$ cat config.mk
export PLATFORM = sky130hd
export DESIGN_NAME = instruction_fetch_unit
export DESIGN_NICKNAME = d
export VERILOG_FILES = /design/src/rtl/instruction_fetch_unit.sv
export SDC_FILE = /design/constraint.sdc
export NUM_CORES = 1
export LEC_CHECK = 0
export CELL_PAD_IN_SITES_DETAIL_PLACEMENT = 1
export CELL_PAD_IN_SITES_GLOBAL_PLACEMENT = 1
export CORE_ASPECT_RATIO = 1.4
export CORE_MARGIN = 2
export CORE_UTILIZATION = 37
export DETAILED_ROUTE_END_ITERATION = 10
export PLACE_DENSITY = 0.74
export SLEW_MARGIN = 20
export SYNTH_ARGS = -nofsm -noshare
export SYNTH_HDL_FRONTEND = slang
export SYNTH_SLANG_ARGS = --single-unit
$ cat constraint.sdc
create_clock -name clock -period 4.89 [get_ports clock]
set_clock_uncertainty 0.15 [all_clocks]
set_input_delay 0.978 -clock clock [delete_from_list [all_inputs] [get_ports clock]]
set_output_delay 0.978 -clock clock [all_outputs]
set_load 0.005 [all_outputs]
$ cat src/rtl/instruction_fetch_unit.sv
// Fetch stage: owns the fetch PC, issues word requests to instruction memory
// and buffers returned words with their PCs in an in-order FIFO.
module instruction_fetch_unit #(
  parameter logic [31:0] RESET_PC   = 32'h0000_0000,
  parameter int          FIFO_DEPTH = 2
) (
  input  logic        clock,
  input  logic        reset,
  output logic        imem_req,
  output logic [31:0] imem_addr,
  input  logic        imem_gnt,
  input  logic        imem_rvalid,
  input  logic [31:0] imem_rdata,
  input  logic        redirect,
  input  logic [31:0] redirect_pc,
  output logic        instr_valid,
  output logic [31:0] instr,
  output logic [31:0] instr_pc,
  input  logic        instr_ready
);

  localparam int CW = $clog2(FIFO_DEPTH + 1);
  localparam int PW = (FIFO_DEPTH > 1) ? $clog2(FIFO_DEPTH) : 1;

  typedef enum logic {RUN, DRAIN} state_t;

  state_t          state;
  logic [31:0]     fetch_pc;
  logic [CW-1:0]   outstanding;
  logic [CW-1:0]   drop_cnt;
  logic [CW-1:0]   count;
  logic [PW-1:0]   rd_ptr;
  logic [PW-1:0]   wr_ptr;
  logic [31:0]     pc_mem   [FIFO_DEPTH];
  logic [31:0]     data_mem [FIFO_DEPTH];

  logic            issue;
  logic            rsp;
  logic            push;
  logic            pop;
  logic [CW:0]     credit_used;
  logic [CW-1:0]   n_next;
  logic [31:0]     rsp_pc;
  logic [31:0]     target;

  function automatic logic [PW-1:0] bump(input logic [PW-1:0] p);
    return (p == PW'(FIFO_DEPTH - 1)) ? '0 : p + PW'(1);
  endfunction

  assign credit_used = {1'b0, count} + {1'b0, outstanding};
  assign imem_req    = !reset && !redirect && (state == RUN)
                    && (credit_used < (CW+1)'(FIFO_DEPTH));
  assign imem_addr   = fetch_pc;
  assign issue       = imem_req && imem_gnt;
  assign rsp         = imem_rvalid && (outstanding != '0);
  assign push        = rsp && (state == RUN) && !redirect;
  assign instr_valid = (state == RUN) && (count != '0);
  assign pop         = instr_valid && instr_ready && !redirect;
  assign instr       = data_mem[rd_ptr];
  assign instr_pc    = pc_mem[rd_ptr];
  assign target      = redirect_pc & 32'hFFFF_FFFC;
  assign n_next      = outstanding + CW'(issue) - CW'(rsp);

  // In RUN all in-flight requests are consecutive words behind fetch_pc.
  assign rsp_pc = fetch_pc - (32'(outstanding) << 2);

  always_ff @(posedge clock) begin
    if (reset) begin
      state       <= RUN;
      fetch_pc    <= RESET_PC;
      outstanding <= '0;
      drop_cnt    <= '0;
      count       <= '0;
      rd_ptr      <= '0;
      wr_ptr      <= '0;
      for (int i = 0; i < FIFO_DEPTH; i++) begin
        pc_mem[i]   <= '0;
        data_mem[i] <= '0;
      end
    end else begin
      outstanding <= n_next;
      if (redirect) begin
        fetch_pc <= target;
        count    <= '0;
        rd_ptr   <= '0;
        wr_ptr   <= '0;
        drop_cnt <= n_next;
        state    <= (n_next != '0) ? DRAIN : RUN;
      end else begin
        if (issue)
          fetch_pc <= fetch_pc + 32'd4;
        if (push) begin
          pc_mem[wr_ptr]   <= rsp_pc;
          data_mem[wr_ptr] <= imem_rdata;
          wr_ptr           <= bump(wr_ptr);
        end
        if (pop)
          rd_ptr <= bump(rd_ptr);
        count <= count + CW'(push) - CW'(pop);
        case (state)
          DRAIN: begin
            if (rsp && (drop_cnt != '0))
              drop_cnt <= drop_cnt - CW'(1);
            if ((drop_cnt == '0) || (rsp && (drop_cnt == CW'(1))))
              state <= RUN;
          end
          default: state <= RUN;
        endcase
      end
    end
  end

endmodule

==> metrics.yaml <==
path_class: "reg2out"
arrival_ns: 2.56
final_hold_viol_count: 0
cts_sinks: 164
io_pins: 168
rsz0062_at_grt: "no"
p_comb_share_pct: 17.7
ctsResizeCount: 0
grt_pass1_wl_mm: 34.2
synth_area_um2: 8290
drive_above_1_share_pct: 14.9
initial_core_util_pct: 37.8
dp_slack_ns: 0.902
power.density_nw_per_um2: 346
syn_avg_cell_area_um2: 11.3
grt.total_usage_pct: 18.7
yosysMostFrequentCell: "edfxtp_1"
cts-root-buf: "clkbuf_16"
ys_seq_area_share_pct: 54.6
synth-main-ff-cell: "edfxtp_1"
antennaDiodeCount: 0
first_pass_iters: 4
avgRoutedWirePerCell_um: 18.2
ys_warn_count: 0
dp_hpwl_mm: 15.0
drt-initial-drc-count: 196
maxSlewHeadroom_pct: 26.7
ys_ff_latch: 164
syn_to_final_growth_pct: 29.4
clockPowerShare_pct: 37.0
start_kind: "flip-flop"
swShare_pct: 26.1
hp-class: "reg2reg"
yosys.cell_types.count: 64
fin_crit_sh_pct: 75.4
cts_tree: "yes"
portBuffers: 161
worstMarginPinSlew_ns: 1.10
std_cell_rows: 64
yosys.area.top_type: "edfxtp_1"
irDropWorstVdd_mv: 0.243
cts-buffers-inserted: 17
cts_setup_buffers: 0
finalMaxSlewViolations: 0
ant_nets: 0
setup_ws_ns: 1.20
status: "complete, no violations"
fin_crit_ns: 3.69
insertion_delay_ns: 0.43
seq_power_share_pct: 45.2
ys_top_cells_by_area: "edfxtp_1 (45%), dfxtp_1 (9.7%), mux2_2 (8.6%)"
clockBufferDepth: 2
final_nets: 950
grt_start_max_net_pins: 63
dp.cells: 1147
fin_total_pwr_w: 0.00371
postSynthCellCount: 736
p_switching_w: 0.000970
final_cells: 1179
core_um2: 21900
maxCapViolCount: 0
holdWs_ns: 0.411
die_area_um2: 23600
antenna_found_initial: 0
setup-violations-final: 0
p_int_w: 0.00274
max_freq_mhz: 271
htree_levels: 4
grt_overflow: 0
hold_buffers: 0
die_h_um: 181
drc_errors: 0
tns_ns: 0
synth_top_cell_area_share_pct: 44.9
finalWeightedCongestion: 0.844
grt_pass1_vias: 6532
endpoint_kind: "primary output"
path_clk_slew_ns: 0.07
vias: 6084
leakagePower_nw: 3.93
die_w_um: 131
synth_common_cells: "edfxtp_1 (124), nor2_1 (87), mux2_2 (63)"
worstPathRequired_ns: 3.76
critPathMaxFanout: 7
via_per_inst: 5.16
synth-edff-count: 124
finalWirelength_mm: 21.4
async_flop_share_pct: 0
power by group through the flow:
stage                     combinational (W)  sequential (W)  clock (W)
after detailed placement           0.000664         0.00171          0
after CTS                          0.000671         0.00168    0.00141
after global routing               0.000729         0.00169    0.00145
after global placement             0.000652         0.00170          0
after floorplan                    0.000377         0.00167          0
final                              0.000658         0.00168    0.00138
layout make-up:
class                   count  area (um2)
clock buffers              17         425
fillers                  2361       11200
well taps                 297         372
multi-input cells         495        3470
repair buffers            173        1690
inverters                  18        67.6
clock inverters            15         181
flip-flops and latches    164        4530
cell usage in the layout, fill, tap and decap left out, types with 3 or more instances in the layout:
cell / n
mux2i_1: 3
clkinv_4: 3
clkdlybuf4s50_1: 159
nor3_1: 21
or3_1: 3
dfxtp_1: 39
nand4_1: 22
nand2_1: 22
inv_1: 17
a22oi_1: 6
nor4_2: 3
o21a_1: 9
nand3b_1: 3
nor3b_1: 5
xnor2_1: 23
clkinvlp_4: 5
o22ai_1: 3
clkbuf_16: 17
nor2_1: 86
ha_1: 9
or4_4: 4
bufinv_16: 3
nor4_1: 7
xor2_1: 21
a21oi_1: 22
and4_1: 3
and3_1: 43
buf_4: 12
a31oi_1: 8
edfxtp_1: 124
nand3_1: 11
and2_1: 38
conb_1: 4
mux2_2: 63
nor2b_1: 11
o21ai_0: 7
path summary, 6_finish.rpt:
path / from / endpoint / slack, ns / cells past startpoint
max: outstanding[0] / imem_req / 1.20 / 5
min: rd_ptr / flip-flop / 0.41 / 2
max reg2reg: outstanding[0] / drop_cnt[1] / 1.45 / 12
min reg2reg: rd_ptr / flip-flop / 0.41 / 2
per-stage QoR:
step / instance area (um2) / utilization, %
floorplan: 8310 / -
global placement: 10100 / 46.1
detailed placement: 10100 / 46.1
CTS: 10700 / 48.9
global route: 10700 / 48.9
finish: 10700 / 48.9
routing by layer:
layer	wire length (um)	vias to the layer above	GRT usage, %
met5	0	-	0
met4	621	0	7.91
met3	861	37	3.35
met2	11400	155	33.9
met1	8570	2981	21.2
li1	-	2911	-
registers in the layout (all words and copies together) (netlist names), named ones only:
name	count
imem_addr	30
count	2
drop_cnt	2
outstanding	2
rd_ptr	1
pc_mem	60
state	1
data_mem	64
wr_ptr	1
logic make-up (layout without fill, tap and decap cells):
kind of cell / count (synthesis) / after routing / synth area share (%)
simple gates: 297 / 297 / 20.0
flops: 164 / 164 / 54.6
buf+inv: 80 / 223 / 4.12
compound gates: 71 / 71 / 5.58
mux: 68 / 68 / 9.23
xor+xnor: 44 / 44 / 4.65
fa+ha+maj: 11 / 11 / 1.84
other cells: 1 / 4 / 0.0452
worst max-delay path, stage by stage, from the launching register on:
cell and delay [ns]:
dfxtp_1 0.39, and2_1 0.16, fa_1 0.43, or2_2 0.41, nor4_1 0.19, clkdlybuf4s50_1 0.54
Note: power is estimated with default switching activity, not from simulation.
